<file path="src/rtl/toggle_interval_monitor.sv">
// -----------------------------------------------------------------------------
// toggle_interval_monitor
//
// Watches a single-bit line (possibly asynchronous to clk), synchronizes it,
// detects rising and falling edges, and measures the gap in clock cycles
// between consecutive edges. Each measured gap is checked against the legal
// window [MIN_GAP, MAX_GAP]. Running min/max/edge/violation statistics are kept.
//
// Parameters
//   CNT_W    width of gap counter and interval/min/max outputs (>= 2)
//   MIN_GAP  smallest legal interval in clk cycles
//   MAX_GAP  largest legal interval in clk cycles (< 2^CNT_W - 1)
//
// Ports
//   clk            in   rising-edge clock
//   reset          in   synchronous active-high reset, clears all state
//   en             in   measurement enable
//   clear_stats    in   synchronous clear of min/max/edge/violation stats
//   d              in   monitored line
//   rise           out  one-cycle pulse per rising edge
//   fall           out  one-cycle pulse per falling edge
//   interval_valid out  one-cycle pulse, interval holds a new measurement
//   interval       out  cycles between the last two edges
//   overflow       out  with interval_valid: gap saturated
//   viol           out  with interval_valid: gap outside legal window
//   min_int        out  smallest interval since reset/clear
//   max_int        out  largest interval since reset/clear
//   edge_count     out  edges seen while enabled, saturating
//   viol_count     out  violating intervals, saturating
// -----------------------------------------------------------------------------
module toggle_interval_monitor #(
    parameter int CNT_W   = 8,
    parameter int MIN_GAP = 1,
    parameter int MAX_GAP = 3
) (
    input  logic             clk,
    input  logic             reset,
    input  logic             en,
    input  logic             clear_stats,
    input  logic             d,
    output logic             rise,
    output logic             fall,
    output logic             interval_valid,
    output logic [CNT_W-1:0] interval,
    output logic             overflow,
    output logic             viol,
    output logic [CNT_W-1:0] min_int,
    output logic [CNT_W-1:0] max_int,
    output logic [15:0]      edge_count,
    output logic [7:0]       viol_count
);

    typedef enum logic {
        ST_IDLE    = 1'b0,
        ST_MEASURE = 1'b1
    } state_t;

    localparam logic [CNT_W-1:0] CNT_MAX = {CNT_W{1'b1}};
    localparam logic [CNT_W-1:0] MIN_LIM = CNT_W'(MIN_GAP);
    localparam logic [CNT_W-1:0] MAX_LIM = CNT_W'(MAX_GAP);

    // Synchronizer chain; s3 is the history flop used for edge detection.
    logic s1_q, s2_q, s3_q;
    logic edge_s;

    state_t           state_q;
    logic [CNT_W-1:0] cnt_q, cnt_d;

    logic             rise_q, fall_q, valid_q, ovf_q, viol_q;
    logic [CNT_W-1:0] interval_q;

    logic [CNT_W-1:0] min_q, min_d;
    logic [CNT_W-1:0] max_q, max_d;
    logic [15:0]      ecnt_q, ecnt_d;
    logic [7:0]       vcnt_q, vcnt_d;

    logic             cnt_sat_s;
    logic             cnt_out_of_window_s;

    assign edge_s              = s2_q ^ s3_q;
    assign cnt_sat_s           = (cnt_q == CNT_MAX);
    assign cnt_out_of_window_s = cnt_sat_s || (cnt_q < MIN_LIM) || (cnt_q > MAX_LIM);

    // Gap counter next state: reload on an edge, otherwise saturating count;
    // frozen while disabled so no stale value can leak into a report.
    always_comb begin
        cnt_d = cnt_q;
        if (!en) begin
            cnt_d = cnt_q;
        end else if (edge_s) begin
            cnt_d = {{(CNT_W-1){1'b0}}, 1'b1};
        end else if (cnt_sat_s) begin
            cnt_d = cnt_q;
        end else begin
            cnt_d = cnt_q + {{(CNT_W-1){1'b0}}, 1'b1};
        end
    end

    // Statistics next state. They consume the registered pulses, so they lag
    // interval_valid by one cycle; a clear in that cycle discards the update.
    always_comb begin
        min_d  = min_q;
        max_d  = max_q;
        ecnt_d = ecnt_q;
        vcnt_d = vcnt_q;
        if (clear_stats) begin
            min_d  = CNT_MAX;
            max_d  = {CNT_W{1'b0}};
            ecnt_d = 16'd0;
            vcnt_d = 8'd0;
        end else if (en) begin
            if (valid_q) begin
                if (interval_q < min_q) begin
                    min_d = interval_q;
                end else begin
                    min_d = min_q;
                end
                if (interval_q > max_q) begin
                    max_d = interval_q;
                end else begin
                    max_d = max_q;
                end
                if (viol_q && (vcnt_q != 8'hFF)) begin
                    vcnt_d = vcnt_q + 8'd1;
                end else begin
                    vcnt_d = vcnt_q;
                end
            end else begin
                min_d  = min_q;
                max_d  = max_q;
                vcnt_d = vcnt_q;
            end
            if ((rise_q || fall_q) && (ecnt_q != 16'hFFFF)) begin
                ecnt_d = ecnt_q + 16'd1;
            end else begin
                ecnt_d = ecnt_q;
            end
        end else begin
            min_d  = min_q;
            max_d  = max_q;
            ecnt_d = ecnt_q;
            vcnt_d = vcnt_q;
        end
    end

    // Synchronizer, FSM, registered pulses/measurement and statistics registers.
    always_ff @(posedge clk) begin
        if (reset) begin
            s1_q       <= 1'b0;
            s2_q       <= 1'b0;
            s3_q       <= 1'b0;
            state_q    <= ST_IDLE;
            cnt_q      <= {CNT_W{1'b0}};
            rise_q     <= 1'b0;
            fall_q     <= 1'b0;
            valid_q    <= 1'b0;
            ovf_q      <= 1'b0;
            viol_q     <= 1'b0;
            interval_q <= {CNT_W{1'b0}};
            min_q      <= CNT_MAX;
            max_q      <= {CNT_W{1'b0}};
            ecnt_q     <= 16'd0;
            vcnt_q     <= 8'd0;
        end else begin
            s1_q    <= d;
            s2_q    <= s1_q;
            s3_q    <= s2_q;
            cnt_q   <= cnt_d;
            min_q   <= min_d;
            max_q   <= max_d;
            ecnt_q  <= ecnt_d;
            vcnt_q  <= vcnt_d;

            // Pulses default low and are only raised for one cycle below.
            rise_q  <= 1'b0;
            fall_q  <= 1'b0;
            valid_q <= 1'b0;
            ovf_q   <= 1'b0;
            viol_q  <= 1'b0;

            if (en) begin
                if (edge_s) begin
                    rise_q <= s2_q;
                    fall_q <= ~s2_q;
                end
                case (state_q)
                    ST_IDLE: begin
                        // First edge only arms; cnt is reloaded by cnt_d.
                        if (edge_s) begin
                            state_q <= ST_MEASURE;
                        end
                    end
                    ST_MEASURE: begin
                        if (edge_s) begin
                            valid_q    <= 1'b1;
                            interval_q <= cnt_q;
                            ovf_q      <= cnt_sat_s;
                            viol_q     <= cnt_out_of_window_s;
                        end
                    end
                    default: begin
                        state_q <= ST_IDLE;
                    end
                endcase
            end else begin
                state_q <= ST_IDLE;
            end
        end
    end

    assign rise           = rise_q;
    assign fall           = fall_q;
    assign interval_valid = valid_q;
    assign interval       = interval_q;
    assign overflow       = ovf_q;
    assign viol           = viol_q;
    assign min_int        = min_q;
    assign max_int        = max_q;
    assign edge_count     = ecnt_q;
    assign viol_count     = vcnt_q;

endmodule
</file>
<file path="config.mk">
export PLATFORM = sky130hd
export DESIGN_NAME = toggle_interval_monitor
export DESIGN_NICKNAME = d
export VERILOG_FILES = /design/src/rtl/toggle_interval_monitor.sv
export SDC_FILE = /design/constraint.sdc
export NUM_CORES = 1
export LEC_CHECK = 0
export ABC_AREA = 1
export BUFFER_PORTS_ARGS = -buffer_cell sky130_fd_sc_hd__buf_2
export CORE_ASPECT_RATIO = 1.75
export CORE_MARGIN = 1
export CORE_UTILIZATION = 51
export DETAILED_ROUTE_END_ITERATION = 7
export PLACE_DENSITY = 0.76
export SYNTH_ARGS = -nofsm -noshare
export SYNTH_HDL_FRONTEND = slang
export SYNTH_SLANG_ARGS = --single-unit
</file>
<file path="constraint.sdc">
create_clock -name clk -period 1.4 [get_ports clk]
set_input_delay 0.14 -clock clk [delete_from_list [all_inputs] [get_ports clk]]
set_output_delay 0.14 -clock clk [all_outputs]
set_load 0.02 [all_outputs]
</file>
; ---- After elaboration in Yosys (flattened, before gate mapping)
; Cells that the tools add are included.
[word_totals]
regBits = 65
latch_bits = 0
ram_bits = 0
rom_bits = 0
elab_cells = 51
mem_count = 0
[classes]
addsub = 3
multipliers = 0
div_mod_pow = 0
n_lt_le_gt_ge = 4
eq_ne = 4
shift = 0
muxes = 4
bitwise = 5
n_reduce_logical = 16
[ops]
columns = operator, count
row1 = "16-bit by 1-bit adder with 16-bit output, second input constant", 1
row2 = "8-bit by 1-bit adder with 8-bit output, second input constant", 2
row3 = 8-bit two-way mux, 2
row4 = "16-bit inequality test, second input constant", 1
row5 = 3-bit AND reduction, 4
row6 = "8-bit equality test, second input constant", 1
row7 = "8-bit by 2-bit greater-than comparator with 1-bit output, second input constant", 1
row8 = 8-bit greater-than comparator, 1
row9 = "8-bit by 1-bit < comparator with 1-bit output, second input constant", 1
row10 = 8-bit < comparator, 1
row11 = "8-bit inequality test, second input constant", 1
row12 = 3-bit OR reduction, 2
row13 = 1-bit NOT, 4
row14 = 2-bit AND reduction, 2
row15 = 2-bit OR reduction, 2
row16 = 4-bit OR reduction, 1
row17 = 1-bit logical OR, 3
row18 = 1-bit logical AND, 2
row19 = 1-bit two-way mux, 2
row20 = "2-bit inequality test, second input constant", 1
row21 = 1-bit bitwise XOR, 1

; ---- Logic depth before layout (Yosys ltp)
[logic_depth]
ltp_word = 3
depth_mapped = 13
mapped_depth_nobuf = 12

; ---- Worst setup path before layout
; OpenSTA, ideal clock, no wires.
[synth_timing]
path_kind = reg-to-reg
start = register max_q[7] (netlist: max_int[7])
end = register max_q[5] (netlist: max_int[5])
setup_time_ns = 0.115
arrival_time_ns = 1.566
required_time_ns = 1.285
slack_ns = -0.281
path_stages_with_launch = 11
path_buffers = 1
path_cell_list = dfxtp_1 > inv_1 > ha_1 > nand2_1 > nor2_1 > nand2_1 > nand2_1 > buf_2 > nand3_1 > nand2_1 > nor2_1
[synth_between]
elab_chain_cells = 2
[synth_rtl]
columns = item, line_no
row1 = from (decl), 73  ; logic [CNT_W-1:0] max_q, max_d;
row2 = from (signal assigned), 161  ; max_q <= {CNT_W{1'b0}};
row3 = from (signal assigned), 170  ; max_q <= max_d;
row4 = 8-bit greater-than comparator, 118  ; if (interval_q > max_q) begin
row5 = 3-bit AND reduction (no line), -
; Every way passes these cells.
; A chain may end at the register's enable or synchronous reset.

; ---- Final worst setup path
[layout_timing]
start = register max_q[7] (netlist: max_int[7])
end = register max_q[7] (netlist: max_int[7])
; Same word-level chain as after synthesis.

==> impl_metrics.yaml <==
floorplan:
  height_of_the_chip_um: 111
  fp.dieArea_um2: 7130
  core_region_area_um2: 6540
  rows: 39
  dieWidth_um: 64.3
  initial_utilization_pct: 52.9
  floorplan.io_pins: 58
place:
  place.detailed.instances: 699
  post_dp_cell_area_um2: 4580
  pre_cts_ws_ns: -0.136
  place_congestion: 0.870
  io_buffer_count: 57
  hpwlAfterDp_mm: 7.40
timing:
  timing.hold.ws_ns: 0.0143
  slew_viol_final: 0
  worst_pin_slew_ns: 0.705
  hold_violation_total_from_the_final_report: 0
  setup_viol: 29
  skew_ns: 0.00592
  timing.final.crit_period_ns: 1.50
  period_share_pct: 107
  max_clock_freq_ghz: 0.667
  grt_setup_unrepaired: "true"
  setup_tns_ns: -1.22
  setup_slack_ns: -0.100
  slew_headroom_pct: 53.0
logic_synthesis:
  ys_seq_elements: 65
  postSynthAreaPerCell_um2: 6.81
  synth_most_common_cell: "nand2_1"
  async_flop_share_pct: 0
  post_synth_mux_area_share_pct: 0
  synth_top_cell_by_area: "dfxtp_1"
  syn-cell-area_um2: 3460
  synth_simple_gate_area_share_pct: 34.4
  synthesis.yosys.warnings: 0
  yosys.area.top_type_share_pct: 37.6
  fraction_of_the_mapped_netlist_area_in_compound_gates_pct: 10.0
  synth_seq_area_share_pct: 37.6
  synth_edf_count: 0
  synth_cell_types: 27
  synthCells: 508
  synthFlopType: "dfxtp_1"
  synth-xor-area-share_pct: 2.03
  syn-num-nets: 532
  largest_family_of_logic_cells_by_synthesized_area: "simple AND/OR/NAND/NOR gates"
  yosys-top-cells-area: "dfxtp_1 38%, nand2_1 14%, inv_1 7.6%"
  synth_fa_ha_area_share_pct: 6.87
  synth_common_cells: "130 x nand2_1, 70 x inv_1, 65 x dfxtp_1, 62 x nor2_1, 49 x nand3_1"
critical_path:
  rrSetupSlack_ns: -0.10
  r2r.worst_path.cells: 10
  highest_delay_cell_along_the_critical_path: "dfxtp_4"
  cp_data_arrival_time_ns: 1.73
  critical-path-max-stage-delay_ns: 0.35
  required_time_at_the_worst_slack_endpoint_ns: 1.63
  end_kind: "flop"
  timing.rr.end: "max_int[7]"
  critPathKind: "reg -> reg"
  critical_path_peak_fanout: 6
  regToRegStartpoint: "max_int[7]"
  worstSetupStartpointType: "flop"
  cp_common_cell: "nand2_4"
  crit_chain: "inv_2 -> ha_4 -> nand2_4 -> nor2_4 -> nand2_2 -> nand2_4 -> buf_12 -> nand3_2 -> nand2_1 -> nor2_1"
grt:
  antenna_found_initial: 0
  global_route_wire_length_before_repair_mm: 16.2
  grt_max_degree: 17
  vias_in_the_first_global_route: 3634
  grt_usage_pct: 29.7
  gr-total-overflow: 0
power:
  power_mw: 4.33
  cellLeakagePower_nw: 2.36
  power_density_normalized_to_cell_area_nw_per_um2: 814
  ir_worst_vdd_mv: 0.799
routing:
  wl_mm: 11.0
  antenna_violating_nets_remaining: 0
  drcViolationCount: 0
  avgViaCountPerCell: 5.30
  detailedRoute.firstPassIterationCount: 5
  first_iter_violations: 221
  drt-wirelength-per-cell_um: 15.2
  via_count: 3835
clock_tree:
  clock-sinks: 65
  clock_tree.buffer_depth: 2
  cts-root-buf: "clkbuf_16"
  tritoncts: "done"
  total_clock_buffers_created_by_cts: 9
  insertion_delay_ns: 0.34
  h-tree-depth: 3
  clkSlewWorstSetupHoldPaths_ns: 0.05
outcome:
  violations_in_the_final_reports: "setup timing"
  result_of_the_run: "finished with violations"
cells_and_area:
  antenna-diode-count: 0
  layoutNonFillerInstCount: 724
  final_cell_area_excluding_filler_cells_um2: 5320
  num-fill-cells: 428
  layout.nets: 661
  flow.area_growth_from_synthesis_pct: 53.8
  drive_gt1_share_pct: 46.6
  post-route-util_pct: 81.4
worst_hold_path:
  whs_endpoint: "s1_q"
  hold_class: "in -> reg"
  hold_depth: 3
  hp-start: "d"
run:
  max_cap_violations: 0
## state kept, by name, summed over array words and instances, names as in the netlist, 8 cells and up
| signal | flops |
|---|---|
| interval | 8 |
| max_int | 8 |
| edge_count | 16 |
| cnt_q | 8 |
| viol_count | 8 |
| min_int | 8 |
## report_power, final
| group | switching [mW] | internal [mW] | total [mW] |
|---|---|---|---|
| clock | 0.820 | 1.47 | 2.29 |
| sequential | 0.0110 | 1.83 | 1.84 |
| combinational | 0.127 | 0.0728 | 0.200 |
| total | 0.959 | 3.37 | 4.33 |
## per-layer routing
layer / part of all wire (%) / vias to the layer above / global-route usage [%]
li1: - / 1879 / -
met1: 34 / 1767 / 27.0
met2: 56 / 143 / 57.1
met3: 4.8 / 46 / 5.14
met4: 4.7 / 0 / 19.0
met5: 0 / - / 0
## cell usage in the layout (no fill, tap or decap), drive strengths merged
master / instances
a21oi: 44
buf: 125
bufinv: 1
clkbuf: 13
clkinv: 2
dfxtp: 65
ha: 19
inv: 72
nand2: 141
nand3: 49
nand3b: 2
nand4: 8
nor2: 66
nor3: 3
nor4: 1
o211ai: 1
o21a: 1
o21ai: 20
or2: 1
xnor2: 4
xor2: 4
## critical path: cells and delay by family, from the launching register on
kind | cells | cell delay, ns
adders and majority gates | 1 | 0.29
DFF | 1 | 0.35
buffers and inverters | 2 | 0.17
and+or+nand+nor | 7 | 0.58
## cell type report
type                       instances  area, um^2  area share [%]
timing repair buffer             125         855            16.1
inverter                          72         275            5.17
clock buffer                      13         260            4.89
multi-input combinational        364        2390            44.9
sequential                        65        1400            26.2
tap                               82         103            1.93
clock inverter                     3        40.0           0.753
## worst max-delay path by stage
stage | start | end | depth (start not counted)
after floorplan | max_int[5] | max_int[5] | 10
after global placement | max_int[3] | max_int[0] | 11
after detailed placement | max_int[7] | max_int[0] | 8
after CTS | interval[7] | max_int[7] | 8
after global routing | max_int[7] | max_int[1] | 10
final | max_int[7] | max_int[7] | 10
## kinds of logic (layout without fill, tap and decap cells)
kind of cell               after synthesis  after routing
and+or+nand+nor                        270            271
adders and majority gates               19             19
AOI/OAI and AO/OA                       66             66
xor gates and xnor gates                 8              8
buffers and inverters                   80            213
DFF                                     65             65
## timing repair
| item | CTS | global route |
|---|---|---|
| hold buffers | 0 | 0 |
| setup endpoints to repair | 21 | 54 |
| pin swaps | 10 | 30 |
| gates resized for setup | 17 | 81 |
| buffers inserted | 5 | 4 |
| cloned | 0 | 1 |
(Power assumes the default switching activity.)
